===== src/rtl/adaptive_sof_restorer_pkg.sv =====
// Shared types and width helpers for the SOF restorer and its output stage.
// The constants give the widths of the default 1920x1080, 10-bit configuration.
package adaptive_sof_restorer_pkg;

    typedef enum logic [1:0] {
        SYNC   = 2'd0,
        SOF    = 2'd1,
        ACTIVE = 2'd2
    } state_e;

    localparam int DEF_FRAME_RES_X = 1920;
    localparam int DEF_FRAME_RES_Y = 1080;
    localparam int DEF_PX_WIDTH    = 10;

    function automatic int round_up8(input int w);
        return ((w + 7) / 8) * 8;
    endfunction

    localparam int TDATA_WIDTH    = round_up8(DEF_PX_WIDTH);
    localparam int PX_CNT_WIDTH   = $clog2(DEF_FRAME_RES_X + 1);
    localparam int LINE_CNT_WIDTH = $clog2(DEF_FRAME_RES_Y + 1);

endpackage


===== src/rtl/adaptive_sof_restorer_if.sv =====
// Generic AXI4-Stream bundle with master/slave views.
interface axi4_stream_if
    import adaptive_sof_restorer_pkg::*;
#(
    parameter int DATA_W = TDATA_WIDTH,
    parameter int USER_W = 1,
    parameter int ID_W   = 1,
    parameter int DEST_W = 1
);
    logic                  tvalid;
    logic                  tready;
    logic [DATA_W-1:0]     tdata;
    logic [DATA_W/8-1:0]   tstrb;
    logic [DATA_W/8-1:0]   tkeep;
    logic                  tlast;
    logic [USER_W-1:0]     tuser;
    logic [ID_W-1:0]       tid;
    logic [DEST_W-1:0]     tdest;

    modport master (output tvalid, tdata, tstrb, tkeep, tlast, tuser, tid, tdest,
                    input  tready);
    modport slave  (input  tvalid, tdata, tstrb, tkeep, tlast, tuser, tid, tdest,
                    output tready);
endinterface


===== src/rtl/adaptive_sof_restorer_skid.sv =====
// Two-entry AXI4-Stream register slice: one output register plus one skid
// register, so the upstream ready is a pure flop and throughput stays at 1/cycle.
module video_skid_buffer
    import adaptive_sof_restorer_pkg::*;
#(
    parameter int DATA_W = TDATA_WIDTH,
    parameter int USER_W = 1,
    parameter int ID_W   = 1,
    parameter int DEST_W = 1
) (
    input  logic          clk_i,
    input  logic          rst_i,
    axi4_stream_if.slave  s_axis,
    axi4_stream_if.master m_axis
);
    localparam int PAY_W = DATA_W + 2 * (DATA_W / 8) + 1 + USER_W + ID_W + DEST_W;

    logic [PAY_W-1:0] s_pay_s;
    logic [PAY_W-1:0] out_d, out_q, skid_d, skid_q;
    logic             out_vld_d, out_vld_q, skid_vld_d, skid_vld_q;
    logic             s_fire_s;

    assign s_pay_s = {s_axis.tdata, s_axis.tstrb, s_axis.tkeep, s_axis.tlast,
                      s_axis.tuser, s_axis.tid, s_axis.tdest};
    assign s_axis.tready = ~skid_vld_q;
    assign s_fire_s      = s_axis.tvalid & ~skid_vld_q;
    assign m_axis.tvalid = out_vld_q;
    assign {m_axis.tdata, m_axis.tstrb, m_axis.tkeep, m_axis.tlast,
            m_axis.tuser, m_axis.tid, m_axis.tdest} = out_q;

    // Next-state of the output and skid registers.
    always_comb begin
        out_d      = out_q;
        out_vld_d  = out_vld_q;
        skid_d     = skid_q;
        skid_vld_d = skid_vld_q;
        if (!out_vld_q || m_axis.tready) begin
            if (skid_vld_q) begin
                out_d      = skid_q;
                out_vld_d  = 1'b1;
                skid_vld_d = 1'b0;
            end else begin
                out_d     = s_pay_s;
                out_vld_d = s_fire_s;
            end
        end else begin
            // Output is stalled: a beat accepted this cycle parks in the skid slot.
            if (s_fire_s) begin
                skid_d     = s_pay_s;
                skid_vld_d = 1'b1;
            end else begin
                skid_vld_d = skid_vld_q;
            end
        end
    end

    // Register slice state with synchronous flush.
    always_ff @(posedge clk_i) begin
        if (rst_i) begin
            out_q      <= {PAY_W{1'b0}};
            out_vld_q  <= 1'b0;
            skid_q     <= {PAY_W{1'b0}};
            skid_vld_q <= 1'b0;
        end else begin
            out_q      <= out_d;
            out_vld_q  <= out_vld_d;
            skid_q     <= skid_d;
            skid_vld_q <= skid_vld_d;
        end
    end
endmodule


===== src/rtl/adaptive_sof_restorer.sv =====
// Restores tuser start-of-frame on a stream that marks frame ends with eof_i,
// checks line length and reports the height of each completed frame.
module adaptive_sof_restorer
    import adaptive_sof_restorer_pkg::*;
#(
    parameter int FRAME_RES_X = 1920,
    parameter int FRAME_RES_Y = 1080,
    parameter int PX_WIDTH    = 10
) (
    input  logic                               clk_i,
    input  logic                               rst_i,
    axi4_stream_if.slave                       video_i,
    input  logic                               eof_i,
    axi4_stream_if.master                      video_o,
    output logic [$clog2(FRAME_RES_Y+1)-1:0]   lines_per_frame_o,
    output logic                               frame_done_o,
    output logic                               line_len_err_o
);
    localparam int TDATA_W = round_up8(PX_WIDTH);
    localparam int PXW     = $clog2(FRAME_RES_X + 1);
    localparam int LCW     = $clog2(FRAME_RES_Y + 1);
    localparam logic [PXW:0]   RES_X_EXT = (PXW + 1)'(FRAME_RES_X);
    localparam logic [LCW-1:0] RES_Y     = LCW'(FRAME_RES_Y);

    state_e           state_d, state_q;
    logic [PXW-1:0]   px_cnt_d, px_cnt_q;
    logic [LCW-1:0]   line_cnt_d, line_cnt_q, lines_per_frame_d, lines_per_frame_q;
    logic [LCW-1:0]   line_sat_s;
    logic             frame_done_d, frame_done_q, line_len_err_d, line_len_err_q;
    logic             fire_s, eol_s, eof_s;

    axi4_stream_if #(.DATA_W(TDATA_W)) mid_axis ();

    // SYNC swallows beats so a frame cut by reset never reaches the output.
    assign video_i.tready = (state_q == SYNC) ? 1'b1 : mid_axis.tready;
    assign fire_s = video_i.tvalid & video_i.tready;
    assign eol_s  = fire_s & video_i.tlast;
    assign eof_s  = eol_s & eof_i;

    assign mid_axis.tvalid = video_i.tvalid & (state_q != SYNC);
    assign mid_axis.tdata  = video_i.tdata;
    assign mid_axis.tstrb  = video_i.tstrb;
    assign mid_axis.tkeep  = video_i.tkeep;
    assign mid_axis.tlast  = video_i.tlast;
    assign mid_axis.tid    = video_i.tid;
    assign mid_axis.tdest  = video_i.tdest;
    assign mid_axis.tuser  = (state_q == SOF);

    video_skid_buffer #(.DATA_W(TDATA_W)) u_skid (
        .clk_i  (clk_i),
        .rst_i  (rst_i),
        .s_axis (mid_axis),
        .m_axis (video_o)
    );

    assign line_sat_s = (line_cnt_q == RES_Y) ? RES_Y : line_cnt_q + LCW'(1);

    // Frame-position FSM next state.
    always_comb begin
        state_d = state_q;
        case (state_q)
            SYNC:    if (eof_s) state_d = SOF; else state_d = SYNC;
            SOF:     if (eof_s) state_d = SOF; else if (fire_s) state_d = ACTIVE; else state_d = SOF;
            ACTIVE:  if (eof_s) state_d = SOF; else state_d = ACTIVE;
            default: state_d = SYNC;
        endcase
    end

    // Pixel/line counters and status pulses; lines_per_frame only reports synced frames.
    always_comb begin
        px_cnt_d          = px_cnt_q;
        line_cnt_d        = line_cnt_q;
        lines_per_frame_d = lines_per_frame_q;
        frame_done_d      = 1'b0;
        line_len_err_d    = 1'b0;
        if (eol_s) begin
            px_cnt_d       = {PXW{1'b0}};
            line_len_err_d = (({1'b0, px_cnt_q} + (PXW + 1)'(1)) != RES_X_EXT);
            frame_done_d   = eof_i;
            if (state_q == SYNC) begin
                line_cnt_d = {LCW{1'b0}};
            end else if (eof_i) begin
                lines_per_frame_d = line_sat_s;
                line_cnt_d        = {LCW{1'b0}};
            end else begin
                line_cnt_d = line_sat_s;
            end
        end else if (fire_s) begin
            px_cnt_d = (px_cnt_q == {PXW{1'b1}}) ? px_cnt_q : px_cnt_q + PXW'(1);
        end else begin
            px_cnt_d = px_cnt_q;
        end
    end

    // State, counter and status registers.
    always_ff @(posedge clk_i) begin
        if (rst_i) begin
            state_q           <= SYNC;
            px_cnt_q          <= {PXW{1'b0}};
            line_cnt_q        <= {LCW{1'b0}};
            lines_per_frame_q <= {LCW{1'b0}};
            frame_done_q      <= 1'b0;
            line_len_err_q    <= 1'b0;
        end else begin
            state_q           <= state_d;
            px_cnt_q          <= px_cnt_d;
            line_cnt_q        <= line_cnt_d;
            lines_per_frame_q <= lines_per_frame_d;
            frame_done_q      <= frame_done_d;
            line_len_err_q    <= line_len_err_d;
        end
    end

    assign lines_per_frame_o = lines_per_frame_q;
    assign frame_done_o      = frame_done_q;
    assign line_len_err_o    = line_len_err_q;
endmodule


===== src/flat_wrapper.sv =====
// flat-port wrapper written by rule: the top's interface ports become plain ports
module adaptive_sof_restorer_flat import adaptive_sof_restorer_pkg::*;
#(
    parameter int FRAME_RES_X = 1920,
    parameter int FRAME_RES_Y = 1080,
    parameter int PX_WIDTH    = 10
)
  (clk_i, rst_i, eof_i, lines_per_frame_o, frame_done_o, line_len_err_o, video_i_tvalid, video_i_tdata, video_i_tstrb, video_i_tkeep, video_i_tlast, video_i_tuser, video_i_tid, video_i_tdest, video_i_tready, video_o_tvalid, video_o_tdata, video_o_tstrb, video_o_tkeep, video_o_tlast, video_o_tuser, video_o_tid, video_o_tdest, video_o_tready);
  axi4_stream_if #(.DATA_W(16)) video_i_i ();
  axi4_stream_if #(.DATA_W(16)) video_o_i ();
  input  logic clk_i;
  input  logic rst_i;
  input  logic eof_i;
  output logic [$clog2(FRAME_RES_Y+1)-1:0] lines_per_frame_o;
  output logic frame_done_o;
  output logic line_len_err_o;
  input wire logic [$bits(video_i_i.tvalid)-1:0] video_i_tvalid;
  input wire logic [$bits(video_i_i.tdata)-1:0] video_i_tdata;
  input wire logic [$bits(video_i_i.tstrb)-1:0] video_i_tstrb;
  input wire logic [$bits(video_i_i.tkeep)-1:0] video_i_tkeep;
  input wire logic [$bits(video_i_i.tlast)-1:0] video_i_tlast;
  input wire logic [$bits(video_i_i.tuser)-1:0] video_i_tuser;
  input wire logic [$bits(video_i_i.tid)-1:0] video_i_tid;
  input wire logic [$bits(video_i_i.tdest)-1:0] video_i_tdest;
  output wire logic [$bits(video_i_i.tready)-1:0] video_i_tready;
  output wire logic [$bits(video_o_i.tvalid)-1:0] video_o_tvalid;
  output wire logic [$bits(video_o_i.tdata)-1:0] video_o_tdata;
  output wire logic [$bits(video_o_i.tstrb)-1:0] video_o_tstrb;
  output wire logic [$bits(video_o_i.tkeep)-1:0] video_o_tkeep;
  output wire logic [$bits(video_o_i.tlast)-1:0] video_o_tlast;
  output wire logic [$bits(video_o_i.tuser)-1:0] video_o_tuser;
  output wire logic [$bits(video_o_i.tid)-1:0] video_o_tid;
  output wire logic [$bits(video_o_i.tdest)-1:0] video_o_tdest;
  input wire logic [$bits(video_o_i.tready)-1:0] video_o_tready;
  assign video_i_i.tvalid = video_i_tvalid;
  assign video_i_i.tdata = video_i_tdata;
  assign video_i_i.tstrb = video_i_tstrb;
  assign video_i_i.tkeep = video_i_tkeep;
  assign video_i_i.tlast = video_i_tlast;
  assign video_i_i.tuser = video_i_tuser;
  assign video_i_i.tid = video_i_tid;
  assign video_i_i.tdest = video_i_tdest;
  assign video_i_tready = video_i_i.tready;
  assign video_o_tvalid = video_o_i.tvalid;
  assign video_o_tdata = video_o_i.tdata;
  assign video_o_tstrb = video_o_i.tstrb;
  assign video_o_tkeep = video_o_i.tkeep;
  assign video_o_tlast = video_o_i.tlast;
  assign video_o_tuser = video_o_i.tuser;
  assign video_o_tid = video_o_i.tid;
  assign video_o_tdest = video_o_i.tdest;
  assign video_o_i.tready = video_o_tready;
  adaptive_sof_restorer #(.FRAME_RES_X(FRAME_RES_X), .FRAME_RES_Y(FRAME_RES_Y), .PX_WIDTH(PX_WIDTH)) u_core (.clk_i(clk_i), .rst_i(rst_i), .video_i(video_i_i), .eof_i(eof_i), .video_o(video_o_i), .lines_per_frame_o(lines_per_frame_o), .frame_done_o(frame_done_o), .line_len_err_o(line_len_err_o));
endmodule

===== config.mk =====
export PLATFORM = sky130hd
export DESIGN_NAME = adaptive_sof_restorer_flat
export DESIGN_NICKNAME = d
export VERILOG_FILES = /design/src/rtl/adaptive_sof_restorer_pkg.sv /design/src/rtl/adaptive_sof_restorer_if.sv /design/src/rtl/adaptive_sof_restorer_skid.sv /design/src/rtl/adaptive_sof_restorer.sv /design/src/flat_wrapper.sv
export SDC_FILE = /design/constraint.sdc
export NUM_CORES = 1
export LEC_CHECK = 0
export CAP_MARGIN = 20
export CORE_MARGIN = 5
export CORE_UTILIZATION = 50
export CTS_BUF_LIST = sky130_fd_sc_hd__clkbuf_2 sky130_fd_sc_hd__clkbuf_4 sky130_fd_sc_hd__clkbuf_8
export CTS_CLUSTER_DIAMETER = 30
export DETAILED_ROUTE_END_ITERATION = 8
export GPL_TIMING_DRIVEN = 0
export PLACE_DENSITY = 0.76
export RECOVER_POWER = 100
export SYNTH_ARGS = -nofsm -noshare
export SYNTH_HDL_FRONTEND = slang
export SYNTH_SLANG_ARGS = --single-unit

===== constraint.sdc =====
create_clock -name clk_i -period 2.6 [get_ports clk_i]
set_input_delay 0.26 -clock clk_i [delete_from_list [all_inputs] [get_ports clk_i]]
set_output_delay 0.26 -clock clk_i [all_outputs]
set_load 0.1 [all_outputs]

==> results.ini <==
[outcome]
status=complete, no violations

[worst_setup_path]
cp-end-kind=output pin
cp-start-kind=register
arrival_ns=2.27
crit_required_ns=2.34
rr_endpoint=u_core.lines_per_frame_o[9]$_SDFFE_PP0P_
crit_type=reg -> out
r2r_start=u_core.u_skid.skid_vld_q$_SDFFE_PP0P_
r2r_slack_ns=0.26
rr_worst_depth=5
cp_max_fo=7

[cells_and_area]
drive_above_1_share=0.0532
multiInputGateArea_um2=1850
nNetsFinal=554
n_fill_cell=626
finalNonFillerCells=625
fin_util=0.651
final_cell_mix=nand2_1, dfxtp_1, dlygate4sd3_1, a21oi_1, o21ai_0
num_antenna_cells=0
regArea_um2=1740
syn2layout_area_growth_pct=26.1

[cts]
ctsResizeCount=0
cts_made_buffers=9
clock-root-buffer=clkbuf_8
cts_sinks=87
h-tree-depth=3
clk_pin_slew_ns=0.09
clockBufferDepth=2
hold_buffers=0
insertion_delay_ns=0.36
cts_tree=yes
cts_setup_buffers=0

[timing]
tns_ns=0
clock.fmax_mhz=396
worst_pin_slew_ns=1.06
finalHoldViolCount=0
post-route-period-util=0.971
setup-violations-final=0
final_max_slew_viol_count=0
rsz0062_at_grt=false
layout_min_cycle_time_ns=2.53
setup_ws_ns=0.0748
slew_headroom=0.289
skew_ns=0.00783

[global_route]
grt_overflow=0
grt_max_degree=17
grt_pass1_wl_mm=15.0
grt_pass1_vias=3211
grtUsageTotal=0.188
antenna_found_initial=0

[route]
drtIter0Drc=135
drc=0
finalWirelength_mm=8.87
wire_per_inst_um=14.2
drtPass1Iterations=4
vias_per_cell=5.46
vias=3410
drtAntennaViolNets=0

[hold_path]
hold_class=in -> reg
holdPathEnd=u_core.state_q[0]$_SDFF_PP0_
hold_start=rst_i
hold_depth=2

[power_and_ir_drop]
powerDensity_nw_per_um2=600
power.total_mw=2.85
leakagePower_nw=1.65
vdd_drop_max_mv=0.304

[synth]
synth_top_area_share=0.462
synthTopCellsByArea=dfxtp_1, nand2_1, mux2i_1, a21oi_1, o21ai_0
synth_nets=478
synth_cell_types=52
async_reset_ff_frac=0
yosysWarnings=0
postSynthCellCount=445
yosysSeqAreaShare=0.462
yosysTopAreaCell=dfxtp_1
ys_ff_latch=87
syn_area_um2=3770
synth_ff_type=dfxtp_1
avgSynthCellArea_um2=8.47
synth_edf_count=0

[job]
cap_violations=0

[placed_design]
dpl.hpwl_mm=6.54
pre_cts_ws_ns=0.0192
place.gp.congestion=0.851
io_buffers=65
placedCellCount=609

[die]
die_w_um=96.8
fp.dieH_um=96.8
rows=31
initial_core_util=0.517
ioPinCount=68
die_area_um2=9370
core_um2=7290

[cells by family after synthesis]
logic type | after synthesis | synth area share
muxes | 24 | 0.0638
adders and majority gates | 4 | 0.0133
AOI/OAI and AO/OA | 106 | 0.168
xor gates and xnor gates | 10 | 0.0232
buffers and inverters | 41 | 0.0435
and+or+nand+nor | 173 | 0.226
DFF | 87 | 0.462
[worst max path at each step]
| stage | startpoint | to | depth (start not counted) |
|---|---|---|---|
| floorplan | u_core.state_q[0]$_SDFF_PP0_ | u_core.px_cnt_q[6]$_SDFFE_PP0P_ | 4 |
| global placement | video_i_tlast | u_core.lines_per_frame_o[9]$_SDFFE_PP0P_ | 6 |
| detailed placement | video_i_tlast | u_core.lines_per_frame_o[9]$_SDFFE_PP0P_ | 6 |
| CTS | u_core.state_q[0]$_SDFF_PP0_ | video_i_tready | 2 |
| global route | u_core.state_q[0]$_SDFF_PP0_ | video_i_tready | 2 |
| finish | u_core.state_q[0]$_SDFF_PP0_ | video_i_tready | 2 |
[metal layers]
metal | global-route usage | up-vias | wire length [µm]
li1 | - | 1729 | -
met3 | 0.0374 | 12 | 552
met1 | 0.245 | 1562 | 4030
met2 | 0.312 | 107 | 4160
met5 | 0 | - | 0
met4 | 0.0648 | 0 | 132
[metrics by stage]
step / hold slack, ns / cell area [µm²]
3_3_place_gp: 0.435 / 4550
5_1_grt: 0.424 / 4750
3_5_place_dp: 0.441 / 4550
2_1_floorplan: 0.371 / 3770
6_report: 0.340 / 4750
4_1_cts: 0.331 / 4770
[flip-flops by register name, summed over array words and instances, names as in the netlist]
name / flops
u_core.u_skid.m_axis.tvalid: 1
u_core.u_skid.out_q: 24
u_core.line_cnt_q: 11
u_core.u_skid.skid_q: 24
u_core.line_len_err_o: 1
u_core.px_cnt_q: 11
u_core.lines_per_frame_o: 11
u_core.u_skid.skid_vld_q: 1
u_core.frame_done_o: 1
u_core.state_q: 2
[layout make-up]
type	count	area share
multi-input cells	317	0.389
flip-flops and latches	87	0.367
repair buffers	65	0.137
clock buffers	9	0.0261
well taps	99	0.0261
plain buffers	31	0.0258
clock inverters	7	0.0216
inverters	10	0.00790
[where the power goes]
group | switching [mW] | internal (mW)
Sequential | 0.0192 | 1.36
Combinational | 0.295 | 0.102
Clock | 0.514 | 0.557
Total | 0.828 | 2.02
[synthesized netlist by cell type, types with 2 or more instances]
library cell / n
xor2_1: 6
xnor2_1: 4
buf_1: 2
or3_1: 6
and4_1: 3
a211oi_1: 6
a31oi_1: 3
o21ai_0: 33
and2_1: 2
a21oi_1: 38
ha_1: 4
inv_1: 10
nand3_1: 12
o31ai_1: 5
o22ai_1: 3
or4_1: 7
dfxtp_1: 87
nor3_1: 8
nor4_1: 2
nand2_1: 87
a311oi_1: 3
nand2b_1: 5
clkbuf_1: 21
buf_2: 8
nand4_1: 6
and3_1: 6
mux2i_1: 24
a22o_1: 2
nor2b_1: 2
nor2_1: 18
[worst max-delay path, stage by stage (launching register included)]
cell             delay, ns
dfxtp_1               0.37
o21ai_2               0.33
clkdlybuf4s50_1       1.20
(Power assumes the default switching activity.)
